--- config.mk ---
export PLATFORM = sky130hd
export DESIGN_NAME = dmem_bus_bridge
export DESIGN_NICKNAME = d
export VERILOG_FILES = /design/src/rtl/dmem_bus_bridge_pkg.sv /design/src/rtl/dmem_bus_bridge_bus_size_enc.sv /design/src/rtl/dmem_bus_bridge.sv
export SDC_FILE = /design/constraint.sdc
export NUM_CORES = 1
export LEC_CHECK = 0
export BUFFER_PORTS_ARGS = -buffer_cell sky130_fd_sc_hd__clkbuf_2
export CAP_MARGIN = 25
export CORE_MARGIN = 3
export CORE_UTILIZATION = 52
export CTS_CLUSTER_DIAMETER = 40
export DETAILED_ROUTE_END_ITERATION = 10
export PLACE_DENSITY = 0.86
export SLEW_MARGIN = 30
export SYNTH_ARGS = -nofsm -noshare
export SYNTH_HDL_FRONTEND = slang
export SYNTH_SLANG_ARGS = --single-unit
--- constraint.sdc ---
create_clock -name clk -period 5.12 [get_ports clk]
set_input_delay 1.024 -clock clk [delete_from_list [all_inputs] [get_ports clk]]
set_output_delay 1.024 -clock clk [all_outputs]
set_load 0.005 [all_outputs]
--- src/rtl/dmem_bus_bridge_pkg.sv ---
// Shared state encodings, bus size codes and address helper for the data-memory bridge.
// Latency: n/a (types, constants and a pure function only).
// Backpressure: n/a.
package dmem_bus_bridge_pkg;

    // Bridge transaction states (2-bit encoding).
    typedef enum logic [1:0] {
        IDLE = 2'd0,
        ADDR = 2'd1,
        DATA = 2'd2,
        DONE = 2'd3
    } busState_t;

    // Bus transfer size codes.
    localparam logic [1:0] SIZE_BYTE = 2'd0;
    localparam logic [1:0] SIZE_HALF = 2'd1;
    localparam logic [1:0] SIZE_WORD = 2'd2;

    // kseg0/kseg1 (addr[31:30] == 2'b10) fold onto the low 512 MB physical window.
    function automatic logic [31:0] ksegMap(input logic [31:0] vaddr);
        return (vaddr[31:30] == 2'b10) ? {3'b000, vaddr[28:0]} : vaddr;
    endfunction

endpackage

--- src/rtl/dmem_bus_bridge_bus_size_enc.sv ---
// Maps CPU byte write enables onto bus direction, transfer size and byte offset.
// Latency: combinational.
// Backpressure: none.
//
// Ports: wen (byte enables, 0 = read) -> wr, size, offset, illegal.
// Unsupported enable patterns fall back to a word transfer and raise illegal.
module bus_size_enc
    import dmem_bus_bridge_pkg::*;
(
    input  logic [3:0] wen,
    output logic       wr,
    output logic [1:0] size,
    output logic [1:0] offset,
    output logic       illegal
);

    always_comb begin
        wr      = |wen;
        size    = SIZE_WORD;
        offset  = 2'b00;
        illegal = 1'b0;
        case (wen)
            4'b0000, 4'b1111: begin
                size = SIZE_WORD;
            end
            4'b0011: begin
                size = SIZE_HALF;
            end
            4'b1100: begin
                size   = SIZE_HALF;
                offset = 2'b10;
            end
            4'b0001: begin
                size = SIZE_BYTE;
            end
            4'b0010: begin
                size   = SIZE_BYTE;
                offset = 2'b01;
            end
            4'b0100: begin
                size   = SIZE_BYTE;
                offset = 2'b10;
            end
            4'b1000: begin
                size   = SIZE_BYTE;
                offset = 2'b11;
            end
            default: begin
                illegal = 1'b1;
            end
        endcase
    end

endmodule

--- src/rtl/dmem_bus_bridge.sv ---
// Turns each M-stage data access into one req/addr_ok/data_ok bus transaction.
// Latency: >= 2 cycles from cpu_en to stall release; result is held in DONE while cpu_hold.
// Backpressure: bus_req held until bus_addr_ok; cpu_stall held until data_ok or watchdog abort.
//
// Ports: cpu_* (M-stage request, returned word, stall, hold), bus_* (SRAM-like handshake bus),
//        bus_err (one-cycle pulse when the watchdog aborts a stuck transaction).
// Optional build macro: DMEM_KSEG_MAP_EN maps kseg0/kseg1 addresses to physical on bus_addr.
module dmem_bus_bridge
    import dmem_bus_bridge_pkg::*;
#(
    parameter int TIMEOUT_CYC = 255,
    parameter int CNT_W       = 8
) (
    input  logic        clk,
    input  logic        rst,
    input  logic        cpu_en,
    input  logic [3:0]  cpu_wen,
    input  logic [31:0] cpu_addr,
    input  logic [31:0] cpu_wdata,
    input  logic        cpu_hold,
    output logic [31:0] cpu_rdata,
    output logic        cpu_stall,
    output logic        bus_err,
    output logic        bus_req,
    output logic        bus_wr,
    output logic [1:0]  bus_size,
    output logic [31:0] bus_addr,
    output logic [31:0] bus_wdata,
    input  logic        bus_addr_ok,
    input  logic        bus_data_ok,
    input  logic [31:0] bus_rdata
);

    localparam logic             WDOG_EN   = (TIMEOUT_CYC != 0);
    localparam logic [CNT_W-1:0] WDOG_LAST = CNT_W'(TIMEOUT_CYC - 1);

    busState_t        state;
    logic [CNT_W-1:0] wdogCnt;
    logic             reqWr;
    logic [1:0]       reqSize;
    logic [31:0]      reqAddr;
    logic [31:0]      reqWdata;
    logic [31:0]      rdataQ;
    logic             busErrQ;

    logic             encWr;
    logic [1:0]       encSize;
    logic [1:0]       encOffset;
    logic             encIllegal;
    logic [31:0]      formedAddr;
    logic [31:0]      mappedAddr;
    logic             wdogHit;
    logic             unusedAddrLo;

    bus_size_enc uSizeEnc (
        .wen     (cpu_wen),
        .wr      (encWr),
        .size    (encSize),
        .offset  (encOffset),
        .illegal (encIllegal)
    );

    // Byte offset is derived from the lane-aligned enables, so the CPU's own
    // low address bits carry no extra information.
    assign unusedAddrLo = ^cpu_addr[1:0];
    assign formedAddr   = {cpu_addr[31:2], encOffset};

`ifdef DMEM_KSEG_MAP_EN
    assign mappedAddr = ksegMap(formedAddr);
`else
    assign mappedAddr = formedAddr;
`endif

    // Watchdog fires on the cycle that would take the no-progress count to TIMEOUT_CYC.
    assign wdogHit = WDOG_EN && (wdogCnt == WDOG_LAST);

    always_ff @(posedge clk or negedge rst) begin
        if (!rst) begin
            state    <= IDLE;
            wdogCnt  <= '0;
            reqWr    <= 1'b0;
            reqSize  <= SIZE_WORD;
            reqAddr  <= '0;
            reqWdata <= '0;
            rdataQ   <= '0;
            busErrQ  <= 1'b0;
        end else begin
            busErrQ <= 1'b0;
            case (state)
                IDLE: begin
                    wdogCnt <= '0;
                    if (cpu_en) begin
                        reqWr    <= encWr;
                        reqSize  <= encSize;
                        reqAddr  <= mappedAddr;
                        reqWdata <= cpu_wdata;
                        state    <= ADDR;
                    end
                end
                ADDR: begin
                    if (bus_addr_ok) begin
                        wdogCnt <= '0;
                        if (bus_data_ok) begin
                            if (!reqWr) begin
                                rdataQ <= bus_rdata;
                            end
                            state <= DONE;
                        end else begin
                            state <= DATA;
                        end
                    end else if (wdogHit) begin
                        wdogCnt <= '0;
                        busErrQ <= 1'b1;
                        rdataQ  <= '0;
                        state   <= DONE;
                    end else begin
                        wdogCnt <= wdogCnt + CNT_W'(1);
                    end
                end
                DATA: begin
                    if (bus_data_ok) begin
                        wdogCnt <= '0;
                        if (!reqWr) begin
                            rdataQ <= bus_rdata;
                        end
                        state <= DONE;
                    end else if (wdogHit) begin
                        wdogCnt <= '0;
                        busErrQ <= 1'b1;
                        rdataQ  <= '0;
                        state   <= DONE;
                    end else begin
                        wdogCnt <= wdogCnt + CNT_W'(1);
                    end
                end
                DONE: begin
                    // Parked result: leave only once the pipeline is free to advance,
                    // otherwise the same M-stage access would be issued twice.
                    wdogCnt <= '0;
                    if (!cpu_hold) begin
                        state <= IDLE;
                    end
                end
                default: begin
                    state <= IDLE;
                end
            endcase
        end
    end

    // Store enable patterns other than byte/aligned-half/word are not expected from the LSU.
    assert property (@(posedge clk) disable iff (!rst)
                     (state == IDLE && cpu_en) |-> !encIllegal);

    assign cpu_stall = cpu_en & (state != DONE);
    assign cpu_rdata = rdataQ;
    assign bus_err   = busErrQ;
    assign bus_req   = (state == ADDR);
    assign bus_wr    = reqWr;
    assign bus_size  = reqSize;
    assign bus_addr  = reqAddr;
    assign bus_wdata = reqWdata;

endmodule

==> results.md <==
- Outcome: finished clean
- Grt total ovfl: 0
- Clock skew: 0.0152 ns
- Measured slew at the worst slew-check pin: 0.828 ns
- Cts hold-fix bufs: 0
- Nature of the critical path endpoint: register
- CP Class: register to register
- Final Hold Viols: 0
- Core Region: 8930 µm²
- Worst Path Arrival: 2.79 ns
- Overall power: 3.59 mW
- Critical Path RT: 5.40 ns
- Max Transition Viols Final: 0
- Static leakage: 3.06 nW
- Final Cycle Share: 0.490
- Synth cell types: 39
- GP Congestion: 0.848
- Total of max-cap violations: 0
- Mapped Avg Cell Area: 12.6 µm²
- Io pins: 208
- Initial DRT Pass Iterations: 5
- Max frequency: 398 MHz
- ANT cells: 0
- Synthesized Nets: 501
- Routed vias/inst: 5.73
- CP max FO: 22
- Clock Tree Buf Depth: 2
- CTS tree: yes
- Synth area leaders: dfrtp_1, mux2_2, a22oi_1
- Crit-path cells: inv_1, ha_1, or2_0, buf_4, nand4_1, a22oi_1
- CP delay by family, top: simple AND/OR/NAND/NOR gates
- Remaining antenna violation count: 0
- Die span in x: 103 µm
- Cell row count: 34
- Sequential area share after synthesis: 0.562
- Hold Crit Class: register to register
- Sink Count: 110
- Mux share of post-synthesis cell area: 0.142
- Vias in the first global route: 3986
- DR WL/cell: 17.9 µm
- Compound-gate portion of the synthesized area: 0.140
- Die Ht: 103 µm
- Post-route setup TNS: 0 ns
- Cell taking the most area after synthesis: dfrtp_1
- Slowest Stage Delay on Critical Path: 0.60 ns
- Layout cells sized above 1: 0.516
- Relative slew slack: 0.448
- Via count: 3944
- Post-synthesis simple-gate area fraction: 0.0866
- DR iter-0 viols: 231
- Ys Warns: 0
- Final setup violating endpoints: 0
- Largest net degree at the start of global routing: 85
- Fin nets: 688
- Die area: 10600 µm²
- Root Driver: clkbuf_8
- Starting Density: 0.548
- IO buf count: 205
- GRT Total Usage: 0.224
- Post-CTS setup buffer count: 0
- Reg clk slew, reported paths: 0.11 ns
- Total CTS buffers: 9
- Initial antenna violation count: 0
- RSZ-0062 raised after global routing: false
- Mapped Area: 4900 µm²
- Clock Latency Late Sink: 0.36 ns
- Gate Count Post-Synth: 388
- Hpwl dp: 9.11 mm
- Main combinational cell family by area after synthesis: multiplexers
- Synth Register Bits: 110
- Area grow syn2layout: 25.5%
- XOR/XNOR share of the synthesized area: 0.00894
- Total Wirelength: 12.3 mm
- Crit path max-delay cell type: or2_0
- Adder-Cell Fraction of Synth Area: 0.0179
- Top cell type's share of synthesized area: 0.557
- Power per cell area: 583 nW/µm²
- Post-route DRC: 0
- Post-CTS sizing: 0
- Max IR drop VDD: 0.265 mV
- CP Launch Type: register
- H-tree level count: 3
- Fin crit period: 2.51 ns
- Buf+Inv Stages, Crit Path: 2
- First-pass GRT wire length: 18.9 mm
[report_power, final]
part / switching (mW) / internal, mW / total (mW) / leakage [nW]
Sequential: 0.233 / 1.27 / 1.50 / 1.34
Combinational: 0.814 / 0.757 / 1.57 / 1.62
Clock: 0.320 / 0.194 / 0.513 / 0.102
[cell type report]
class                           instances  area (µm²)
Clock inverter                          7        72.6
Sequential cell                       110        2750
Fill cell                             666        2780
Multi-Input combinational cell        237        1970
Clock buffer                            9         124
Inverter                                7        26.3
Tap cell                              108         135
Timing Repair Buffer                  210        1070
[synth_stat cells]
master,number
xor2_1,3
or3_1,3
nor2_1,10
xnor2_1,2
nor2_2,1
ha_1,7
o22ai_2,1
o211ai_1,2
a21o_1,2
nand2_1,8
inv_1,7
nor2b_1,4
mux2_2,62
clkbuf_1,5
o211a_1,1
dfrtp_1,109
a21oi_1,4
dfstp_2,1
a32o_1,1
or2_0,1
nor4_1,2
a31oi_1,1
nand3_1,5
o21ba_2,1
buf_2,22
o21bai_2,1
nand4_1,32
a221oi_4,1
buf_4,7
o21ai_0,8
o311a_1,1
nand2b_1,3
nor4bb_1,1
nand4_4,1
a22oi_1,32
nor3_1,1
nor3b_1,1
o31ai_1,32
o41ai_1,2
[worst paths after layout]
check / from / endpoint / slack [ns] / depth (start not counted)
worst max-delay path: state[0] / cpu_rdata[31] / 2.61 / 6
worst min-delay path: bus_size[1] / bus_size[1] / 0.49 / 2
worst max register to register: state[0] / cpu_rdata[31] / 2.61 / 6
worst min register to register: bus_size[1] / bus_size[1] / 0.49 / 2
max in group asynchronous: rst / bus_addr[12] / 3.58 / 2
min in group asynchronous: rst / cpu_rdata[7] / 0.69 / 1
[cells by family (layout without fill, tap and decap cells)]
kind of cell,Yosys count,in the layout
DFF,110,110
AOI/OAI and AO/OA,90,90
adders and majority gates,7,7
and+or+nand+nor,73,73
muxes,62,62
xor gates and xnor gates,5,5
buffers and inverters,41,233
[through the flow]
| step | area, µm² | hold slack, ns | cells | util | setup slack (ns) |
|---|---|---|---|---|---|
| after floorplan | 4900 | 0.467 | 388 | - | 2.94 |
| after global placement | 5920 | 0.462 | 671 | 0.663 | 2.46 |
| after detailed placement | 5950 | 0.469 | 672 | 0.667 | 2.55 |
| after CTS | 6150 | 0.494 | 688 | 0.689 | 2.62 |
| after global routing | 6150 | 0.516 | 688 | 0.689 | 2.39 |
| final | 6150 | 0.490 | 688 | 0.689 | 2.61 |
[worst register-to-register path, delay by kind of cell (launching register included)]
family,cells,cell delay (ns)
buf+inv,2,0.52
fa+ha+maj,1,0.50
simple gates,2,0.74
flops,1,0.46
compound gates,1,0.20
[state kept, by name (all words and copies together), names as in the netlist]
signal,count
bus_addr,32
bus_wdata,32
cpu_rdata,32
wdogCnt,8
bus_size,2
state,2
bus_err,1
bus_wr,1
[layer usage]
metal	vias to the layer above	wire length [µm]	track usage
li1	1844	-	-
met4	0	278	0.0727
met2	130	6740	0.400
met5	-	0	0
met3	30	564	0.0426
met1	1940	4760	0.272
[placed cells by master (no fill, tap or decap), types with 2 or more instances in the layout]
master	instances
o41ai_1	2
a22oi_1	32
a21oi_1	4
or3_1	3
mux2_2	62
o211ai_1	2
nand3_1	5
buf_4	4
nor4_1	2
inv_1	7
buf_6	2
ha_1	7
nor2_1	9
xor2_1	3
nand4_1	32
nand2b_1	2
inv_8	3
clkbuf_2	204
clkbuf_8	9
dfrtp_1	109
o31ai_1	32
a21o_1	2
nor2b_1	3
xnor2_1	2
o21ai_0	8
nand2_1	7
Power figures use the tool's default switching activity.
